$ cat src/rtl/atan_pkg.sv
// ---------------------------------------------------------------------------
// atan_pkg
// Shared definitions for the round-robin CORDIC arctangent engine.
//   ATAN_ITER_DEFAULT : default number of micro-rotations per request
//   ATAN_ZW_DEFAULT   : default x/y/z datapath width
//   atan_state_t      : controller states (IDLE, RUN, DONE)
//   ATAN_TABLE        : arctan(2^-i) in degrees, 8 integer + 32 fraction
//                       bits, truncated toward zero, i = 0..37
// ---------------------------------------------------------------------------
package atan_pkg;

    localparam int ATAN_ITER_DEFAULT = 38;
    localparam int ATAN_ZW_DEFAULT   = 40;
    localparam int ATAN_ENTRIES      = 38;
    localparam int ATAN_IDX_W        = 6;

    typedef enum logic [1:0] {
        IDLE = 2'd0,
        RUN  = 2'd1,
        DONE = 2'd2
    } atan_state_t;

    typedef logic [ATAN_ENTRIES-1:0][39:0] atan_table_t;

    // Builds the angle table at elaboration time. Entry 0 is exactly 45
    // degrees; the rest come from the Taylor series of arctan, which
    // converges fast because the argument is at most 0.5. The scaled value
    // is floored so every entry is the truncated fixed-point angle.
    function automatic atan_table_t atanBuildTable();
        atan_table_t tbl;
        real         x;
        real         x2;
        real         term;
        real         rad;
        real         scaled;
        longint      fixedVal;
        tbl = '0;
        x   = 1.0;
        for (int i = 0; i < ATAN_ENTRIES; i++) begin
            if (i == 0) begin
                scaled = 45.0 * 4294967296.0;
            end else begin
                x2   = x * x;
                term = x;
                rad  = 0.0;
                for (int k = 0; k < 32; k++) begin
                    if ((k % 2) == 0) rad = rad + term / real'(2 * k + 1);
                    else              rad = rad - term / real'(2 * k + 1);
                    term = term * x2;
                end
                scaled = rad * 57.29577951308232 * 4294967296.0;
            end
            fixedVal = longint'(scaled);
            if (real'(fixedVal) > scaled) fixedVal = fixedVal - 1;
            tbl[i] = fixedVal[39:0];
            x = x * 0.5;
        end
        return tbl;
    endfunction

    localparam atan_table_t ATAN_TABLE = atanBuildTable();

endpackage

$ cat src/rtl/atan_step.sv
// ---------------------------------------------------------------------------
// atan_step
// One combinational CORDIC vectoring micro-rotation. The rotation direction
// follows the sign of y, and a zero y leaves the vector and angle untouched.
//   i_x, i_y, i_z : current vector and accumulated angle (signed, ZW bits)
//   i_iter        : micro-rotation index, selects shift amount and angle
//   o_x, o_y, o_z : vector and angle after this micro-rotation
// ---------------------------------------------------------------------------
module atan_step
    import atan_pkg::*;
#(
    parameter int ZW = ATAN_ZW_DEFAULT
) (
    input  logic signed [ZW-1:0]         i_x,
    input  logic signed [ZW-1:0]         i_y,
    input  logic signed [ZW-1:0]         i_z,
    input  logic        [ATAN_IDX_W-1:0] i_iter,
    output logic signed [ZW-1:0]         o_x,
    output logic signed [ZW-1:0]         o_y,
    output logic signed [ZW-1:0]         o_z
);

    logic signed [ZW-1:0] w_xShift;
    logic signed [ZW-1:0] w_yShift;
    logic        [39:0]   w_tableEntry;
    logic signed [ZW-1:0] w_angle;

    assign w_xShift     = i_x >>> i_iter;
    assign w_yShift     = i_y >>> i_iter;
    // Indices past the table would only appear with an illegal ITER.
    assign w_tableEntry = (i_iter < ATAN_IDX_W'(ATAN_ENTRIES)) ? ATAN_TABLE[i_iter] : '0;
    assign w_angle      = ZW'(w_tableEntry);

    // Rotate toward the x axis: a positive y turns the vector clockwise and
    // adds the elementary angle, a negative y does the opposite. All sums
    // wrap at the datapath width.
    always_comb begin
        o_x = i_x;
        o_y = i_y;
        o_z = i_z;
        if (i_y[ZW-1]) begin
            o_x = i_x - w_yShift;
            o_y = i_y + w_xShift;
            o_z = i_z - w_angle;
        end else if (i_y != '0) begin
            o_x = i_x + w_yShift;
            o_y = i_y - w_xShift;
            o_z = i_z + w_angle;
        end
    end

endmodule

$ cat src/rtl/atan_arbiter.sv
// ---------------------------------------------------------------------------
// atan_arbiter
// Two-requester round-robin front end for an iterative CORDIC arctangent.
// One operand pair is accepted at a time, run for ITER cycles and the result
// held until the consumer takes it.
//   clk, rst                     : clock, asynchronous active-high reset
//   req0_valid/ready, req0_inx/iny : requester 0 handshake and operands
//   req1_valid/ready, req1_inx/iny : requester 1 handshake and operands
//   out_valid/ready              : result handshake
//   out_id                       : requester that owns the result
//   out_angle                    : signed degrees, 8.24 fixed point
// ---------------------------------------------------------------------------
module atan_arbiter
    import atan_pkg::*;
#(
    parameter int ITER = ATAN_ITER_DEFAULT,
    parameter int ZW   = ATAN_ZW_DEFAULT
) (
    input  logic               clk,
    input  logic               rst,
    input  logic               req0_valid,
    output logic               req0_ready,
    input  logic signed [31:0] req0_inx,
    input  logic signed [31:0] req0_iny,
    input  logic               req1_valid,
    output logic               req1_ready,
    input  logic signed [31:0] req1_inx,
    input  logic signed [31:0] req1_iny,
    output logic               out_valid,
    input  logic               out_ready,
    output logic               out_id,
    output logic signed [31:0] out_angle
);

    localparam logic [ATAN_IDX_W-1:0] LAST_ITER = ATAN_IDX_W'(ITER - 1);

    atan_state_t                 r_state;
    logic signed [ZW-1:0]        r_x;
    logic signed [ZW-1:0]        r_y;
    logic signed [ZW-1:0]        r_z;
    logic        [ATAN_IDX_W-1:0] r_iter;
    logic                        r_lastGrant;

    logic                        w_idle;
    logic                        w_grant1;
    logic                        w_accept;
    logic signed [31:0]          w_inx;
    logic signed [31:0]          w_iny;
    logic signed [ZW-1:0]        w_xNext;
    logic signed [ZW-1:0]        w_yNext;
    logic signed [ZW-1:0]        w_zNext;

    // Round-robin choice: on a tie the requester not served last wins.
    // r_lastGrant resets to 1 so requester 0 takes the first tie.
    always_comb begin
        w_grant1 = req1_valid;
        if (req0_valid && req1_valid) begin
            w_grant1 = ~r_lastGrant;
        end
    end

    // Ready is masked by rst because the async reset already forces IDLE.
    assign w_idle     = (r_state == IDLE) && !rst;
    assign req0_ready = w_idle && req0_valid && !w_grant1;
    assign req1_ready = w_idle && req1_valid && w_grant1;
    assign w_accept   = req0_ready || req1_ready;
    assign w_inx      = w_grant1 ? req1_inx : req0_inx;
    assign w_iny      = w_grant1 ? req1_iny : req0_iny;

    atan_step #(
        .ZW(ZW)
    ) u_step (
        .i_x    (r_x),
        .i_y    (r_y),
        .i_z    (r_z),
        .i_iter (r_iter),
        .o_x    (w_xNext),
        .o_y    (w_yNext),
        .o_z    (w_zNext)
    );

    // Controller: load on handshake, one micro-rotation per RUN cycle, then
    // hold the registered result in DONE until the consumer accepts it.
    always_ff @(posedge clk or posedge rst) begin
        if (rst) begin
            r_state     <= IDLE;
            r_x         <= '0;
            r_y         <= '0;
            r_z         <= '0;
            r_iter      <= '0;
            r_lastGrant <= 1'b1;
            out_valid   <= 1'b0;
            out_id      <= 1'b0;
            out_angle   <= '0;
        end else begin
            case (r_state)
                IDLE: begin
                    if (w_accept) begin
                        r_x         <= {{(ZW-32){w_inx[31]}}, w_inx};
                        r_y         <= {{(ZW-32){w_iny[31]}}, w_iny};
                        r_z         <= '0;
                        r_iter      <= '0;
                        out_id      <= w_grant1;
                        r_lastGrant <= w_grant1;
                        r_state     <= RUN;
                    end
                end
                RUN: begin
                    r_x <= w_xNext;
                    r_y <= w_yNext;
                    r_z <= w_zNext;
                    if (r_iter == LAST_ITER) begin
                        out_angle <= w_zNext[ZW-1 -: 32];
                        out_valid <= 1'b1;
                        r_state   <= DONE;
                    end else begin
                        r_iter <= r_iter + ATAN_IDX_W'(1);
                    end
                end
                DONE: begin
                    if (out_ready) begin
                        out_valid <= 1'b0;
                        r_state   <= IDLE;
                    end
                end
                default: begin
                    r_state <= IDLE;
                end
            endcase
        end
    end

endmodule

$ cat config.mk
export PLATFORM = sky130hd
export DESIGN_NAME = atan_arbiter
export DESIGN_NICKNAME = d
export VERILOG_FILES = /design/src/rtl/atan_pkg.sv /design/src/rtl/atan_step.sv /design/src/rtl/atan_arbiter.sv
export SDC_FILE = /design/constraint.sdc
export NUM_CORES = 1
export LEC_CHECK = 0
export BUFFER_PORTS_ARGS = -buffer_cell sky130_fd_sc_hd__buf_2
export CELL_PAD_IN_SITES_DETAIL_PLACEMENT = 0
export CELL_PAD_IN_SITES_GLOBAL_PLACEMENT = 1
export CORE_UTILIZATION = 42
export DETAILED_ROUTE_END_ITERATION = 10
export PLACE_DENSITY = 0.9
export SLEW_MARGIN = 20
export SYNTH_ARGS = -nofsm -noshare
export SYNTH_HDL_FRONTEND = slang
export SYNTH_SLANG_ARGS = --single-unit
export TNS_END_PERCENT = 20
$ cat constraint.sdc
create_clock -name clk -period 5.95 [get_ports clk]
set_input_delay 1.785 -clock clk [delete_from_list [all_inputs] [get_ports clk]]
set_output_delay 1.785 -clock clk [all_outputs]
set_load 0.01 [all_outputs]
# After elaboration in Yosys (flattened, before gate mapping)
# Memory sizes are Yosys's and may differ from the RTL's.
# Cells that the tools add are included.
[totals]
reg_bits = 163
rom_bits = 2560
inputBits = 133
wordCells = 79
mem_count = 1
[mem_list]
columns = ["name", "words", "width", "rd", "rd_clocked_by_memory_dff", "wr", "line_no", "source"]
rows = [
  ["(name not given)", 64, 40, 1, 0, 0, "atan_step.sv:31", "assign w_tableEntry = (i_iter < ATAN_IDX_W'(ATAN_ENTRIES)) ? ATAN_TABLE[i_iter] : '0;"],
]
[classes]
add_sub_neg = 7
n_lt_le_gt_ge = 2
eq_ne = 8
shift = 2
n_mux = 27
n_bitwise = 1
n_reduce_logical = 20
[op_table]
columns = ["cell", "n"]
rows = [
  ["40-bit two-way mux", 11],
  ["40-bit one-hot mux with 2 select lines", 3],
  ["40-bit adder", 3],
  ["40-bit subtractor", 3],
  ["40-bit by 6-bit >>> shifter with 40-bit output", 2],
  ["32-bit two-way mux", 2],
  ["40-bit nonzero test", 1],
  ["6-bit two-way mux", 2],
  ["6-bit one-hot mux with 2 select lines", 1],
  ["3-bit AND reduction", 4],
  ["2-bit != test (second input constant)", 4],
  ["6-bit by 7-bit less-than comparator with 1-bit output (second input constant)", 1],
  ["6-bit by 1-bit adder with 6-bit output (second input constant)", 1],
  ["6-bit equality test (second input constant)", 1],
  ["1-bit logical AND", 6],
  ["6-bit less-than comparator (second input constant)", 1],
  ["2-bit two-way mux", 3],
  ["2-bit one-hot mux with 3 select lines", 1],
  ["2-bit AND reduction", 3],
  ["2-bit nonzero test", 2],
  ["1-bit two-way mux", 3],
  ["3-bit by 2-bit != test with 1-bit output (second input constant)", 1],
  ["2-bit by 1-bit equality test with 1-bit output (second input constant)", 1],
  ["2-bit equality test (second input constant)", 1],
  ["other kinds (5)", 6],
]

# Longest topological paths before layout
[depth]
word_depth = 7
mapped_depth = 31
depth_no_buf = 26

# Cells and area by module
# Synthesis repeated with hierarchy kept, for this count alone.
[hier_totals]
cells_unflattened = 4001
hier_area_um2 = 27870.5
[modules_own_cells]
columns = ["mod", "n_inst", "cells_per_inst", "area_each_um2"]
rows = [
  ["atan_step", 1, 3178, 20385.8],
  ["atan_arbiter", 1, 823, 7484.7],
]

# Least setup slack after synthesis
# No wires, ideal clock.
[synth_timing]
path_type = "register -> register"
from = "reg r_iter[0]"
to = "reg r_y[37]"
setup_ps = 82
arrival_ps = 6538
t_required_ps = 5868
setup_slack_ps = -670
path_stages_with_launch = 27
n_path_buf = 7
cell_sequence = "dfrtp_1 -> buf_6 -> buf_6 -> buf_2 -> buf_2 -> buf_1 -> buf_1 -> mux4_2 -> mux2i_1 -> nand2_1 -> o21ai_0 -> a21oi_1 -> nand2b_1 -> o21ai_0 -> ha_1 -> clkbuf_1 -> or3_1 -> o21ai_0 -> o22ai_1 -> or4_1 -> a31o_2 -> o31ai_1 -> a211o_1 -> a31oi_1 -> o31ai_1 -> mux2_2 -> a31oi_1"
[synth_between]
elab_chain_cells = 5
[synth_lines]
columns = ["item", "line_no", "source"]
rows = [
  ["from (decl)", "atan_arbiter.sv:41", "logic [ATAN_IDX_W-1:0] r_iter;"],
  ["from (signal assigned)", "atan_arbiter.sv:117", "r_iter <= r_iter + ATAN_IDX_W'(1);"],
  ["40-bit by 6-bit >>> shifter with 40-bit output *", "atan_step.sv:28", "assign w_xShift = i_x >>> i_iter;"],
  ["40-bit subtractor", "atan_step.sv:47", "o_y = i_y - w_xShift;"],
  ["40-bit two-way mux", "atan_step.sv:45", "end else if (i_y != '0) begin"],
  ["40-bit two-way mux *", "atan_step.sv:41", "if (i_y[ZW-1]) begin"],
  ["40-bit one-hot mux with 2 select lines *", "atan_arbiter.sv:96", "case (r_state)"],
  ["to (signal assigned)", "atan_arbiter.sv:100", "r_y <= {{(ZW-32){w_iny[31]}}, w_iny};"],
  ["to (signal assigned)", "atan_arbiter.sv:110", "r_y <= w_yNext;"],
  ["to (decl)", "atan_arbiter.sv:39", "logic signed [ZW-1:0] r_y;"],
]
# Mark *: on every way between the ends. The rest lies on a longest branch, timed or not. The select of a mux whose other input is x is not followed.
# A chain may end at the register's enable or synchronous reset.

# Final worst setup path
[layout_timing]
from = "reg r_iter[3]"
to = "reg r_x[39]"
[layout_between]
elab_chain_cells = 5
[layout_lines]
columns = ["item", "line_no", "source"]
rows = [
  ["40-bit by 6-bit >>> shifter with 40-bit output *", "atan_step.sv:29", "assign w_yShift = i_y >>> i_iter;"],
  ["40-bit adder", "atan_step.sv:46", "o_x = i_x + w_yShift;"],
  ["40-bit two-way mux", "atan_step.sv:45", ""],
  ["40-bit two-way mux *", "atan_step.sv:41", ""],
  ["40-bit one-hot mux with 2 select lines *", "atan_arbiter.sv:96", ""],
  ["to (signal assigned)", "atan_arbiter.sv:99", "r_x <= {{(ZW-32){w_inx[31]}}, w_inx};"],
  ["to (signal assigned)", "atan_arbiter.sv:109", "r_x <= w_xNext;"],
  ["to (decl)", "atan_arbiter.sv:38", "logic signed [ZW-1:0] r_x;"],
]
# Marked as above.

==> results.json <==
{
  "outcome": "complete, but fails checks",
  "violations": "setup timing",
  "hold_path_class": "flop to flop",
  "drt-wirelength-per-cell_um": 22.1,
  "final_core_util_pct": 54.6,
  "maxCapViolCount": 0,
  "fin_ws_ns": -0.377,
  "crit_fanout": 8,
  "finalClockSkew_ns": 0.0150,
  "place.gp.congestion": 1.07,
  "synth_cells": 3655,
  "synthArstFlopShare_pct": 100,
  "viasPerCell": 6.09,
  "yosys.area.top_type": "dfrtp_1",
  "crit_type": "flop to flop",
  "dieArea_sq_mm": 0.0635,
  "grt.met3_usage_pct": 5.45,
  "dpl_cell_area_sq_mm": 0.0322,
  "io_buffer_count": 168,
  "rsz0062_at_grt": "true",
  "antenna_left": 0,
  "cts.sinks": 163,
  "syn_nets": 3999,
  "grt_usage_pct": 34.8,
  "insertion_delay_ns": 0.51,
  "arrival_ns": 6.68,
  "crit_buf_inv": 2,
  "netlist.area_leader.share_pct": 15.5,
  "grt_pass1_wl_mm": 172,
  "ctsLongestPathBuffers": 2,
  "cp.required_ns": 6.30,
  "r2r_start": "r_iter[3]",
  "numCtsBuffers": 17,
  "slowest_delay_ns": 0.56,
  "grt_start_max_net_pins": 90,
  "yosysSeqAreaShare_pct": 15.6,
  "antenna_found_initial": 4,
  "first_pass_iters": 7,
  "synth-edff-count": 0,
  "fmax_mhz": 158,
  "min_period_ns": 6.33,
  "drtIter0Drc": 3394,
  "met2_usage_pct": 55.6,
  "finalHoldViolCount": 0,
  "use_met1_pct": 45.2,
  "synthTopCellsByArea": "dfrtp_1, ha_1, nand2_1, a21oi_1, o21ai_0",
  "cts_root_buffer": "clkbuf_16",
  "synth.distinct_cells": 94,
  "grt.busiest_layer": "met2",
  "drive_gt1_share_pct": 27.3,
  "num_rows": 91,
  "synth_ff_type": "dfrtp_1",
  "via_count": 31200,
  "ys_seq_elements": 163,
  "die_h_um": 252,
  "crit_path_top_delay_cell": "dfrtp_4",
  "path_clk_slew_ns": 0.07,
  "nFillCells": 5998,
  "grt.overflow.total": 0,
  "crit_family": "compound AO/OA/AOI/OAI gates",
  "syn_area_per_cell_sq_um": 7.18,
  "antennaDiodeCount": 0,
  "startpoint_type": "flop",
  "area_delta_synth_final_pct": 28.4,
  "initial_core_util_pct": 42.5,
  "endpoint_kind": "flop",
  "syn_area_sq_mm": 0.0262,
  "max-slew-margin-rel_pct": 28.8,
  "max_slew.worst_pin.slew_ns": 1.07,
  "min_period_over_period_pct": 106,
  "fin_nets": 4609,
  "drc_errors": 0,
  "grt_pass1_vias": 29200,
  "fin_area_sq_mm": 0.0337,
  "setup_violations": 13,
  "htree_levels": 4,
  "hp-start": "out_angle[2]",
  "dp_hpwl_mm": 87.4,
  "drv_slew": 0,
  "wl_mm": 113,
  "cts_tree": "done",
  "cp-startpoint": "r_iter[3]",
  "fp.coreArea_sq_mm": 0.0617,
  "ctsHoldBuffers": 0,
  "io_pins": 169,
  "die_x_um": 252,
  "yosysWarnings": 0
}
synth_stat cells (all sizes together) (40+ instances only):
master  instances
inv           183
nor3           63
nand2b         52
xor2           41
nand2         527
o21bai         41
nand3          72
a31oi          58
mux4           68
clkbuf        215
ha            206
o22ai          40
xnor2         129
mux2i          81
nor2b          46
a21oi         379
dfrtp         162
buf            65
o21ai         301
nor2          301
mux2           40
a21o           75
final timing paths:
kind,endpoint,slack [ns],cells after the start
worst min register to register,out_angle[2],0.47,2
max in group asynchronous,r_iter[4],3.49,3
worst max register to register,r_x[39],-0.38,26
worst max-delay path,r_x[39],-0.38,26
min in group asynchronous,r_y[38],1.44,2
worst min-delay path,out_angle[2],0.47,2
area by class of cell:
cell class,instances,area [sq um],area share [%]
Timing Repair Buffer,871,6360,18.9
Tap cell,837,1050,3.11
Multi-Input combinational cell,3027,20900,62.0
Sequential cell,163,4100,12.2
Inverter,185,698,2.07
Clock inverter,13,148,0.438
Clock buffer,19,443,1.32
layout by cell type (no fill, tap or decap), types with 39 or more instances in the layout:
cell type / instances
buf_4: 678
nand2_1: 524
a21oi_1: 360
nor2_1: 291
o21ai_0: 270
ha_1: 200
inv_1: 177
buf_2: 168
dfrtp_1: 155
xnor2_1: 129
mux2i_1: 76
a21o_1: 74
nand3_1: 68
mux4_2: 65
nor3_1: 56
a31oi_1: 53
nand2b_1: 50
nor2b_1: 44
o21bai_1: 40
xor2_1: 39
tightest hold or removal path, stage by stage (launching register included):
cell and delay (ns):
dfrtp_1 0.34, nand2_1 0.05, nand2_1 0.05
routing by layer:
metal / routed length (um) / share of wire (%)
met5: 46 / 0.041
met4: 6300 / 5.6
met3: 9910 / 8.8
met2: 50900 / 45
met1: 46000 / 41
through the flow:
stage               hold WS, ns  TNS, ns  std cells  setup slack [ns]
floorplan                 0.484    -1.55       3655            -0.380
global placement          0.453    -8.82       5054            -0.503
detailed placement        0.459   -10.90       5054            -0.565
CTS                       0.475    -1.01       5104            -0.189
global route              0.499    -9.67       5115            -0.589
finish                    0.472    -2.24       5115            -0.377
cells by family after synthesis:
kind of cell	after synthesis	share of synthesized area, %
XOR/XNOR	170	5.68
AND/OR/NAND/NOR	1214	20.8
multiplexers	189	10.8
flip-flops	163	15.6
buffers and inverters	465	7.11
adder cells (fa/ha/maj)	211	10.2
AO/OA/AOI/OAI	1243	29.9
sequential cells by signal (all words and copies together) (netlist names):
signal       count
r_z             40
out_valid        1
r_iter           6
r_x             40
out_angle       32
out_id           1
r_y             40
r_lastGrant      1
r_state          2
what timing repair did:
action                                  in CTS  in global routing
pin swaps                                   31                 38
endpoints found under the setup margin      61                 70
buffers inserted                            18                 14
gates cloned                                 1                  0
gates resized for setup                     58                 97
Power is not shown: default switching activity piles up to over one toggle a cycle in this logic, so the estimate is an artifact.
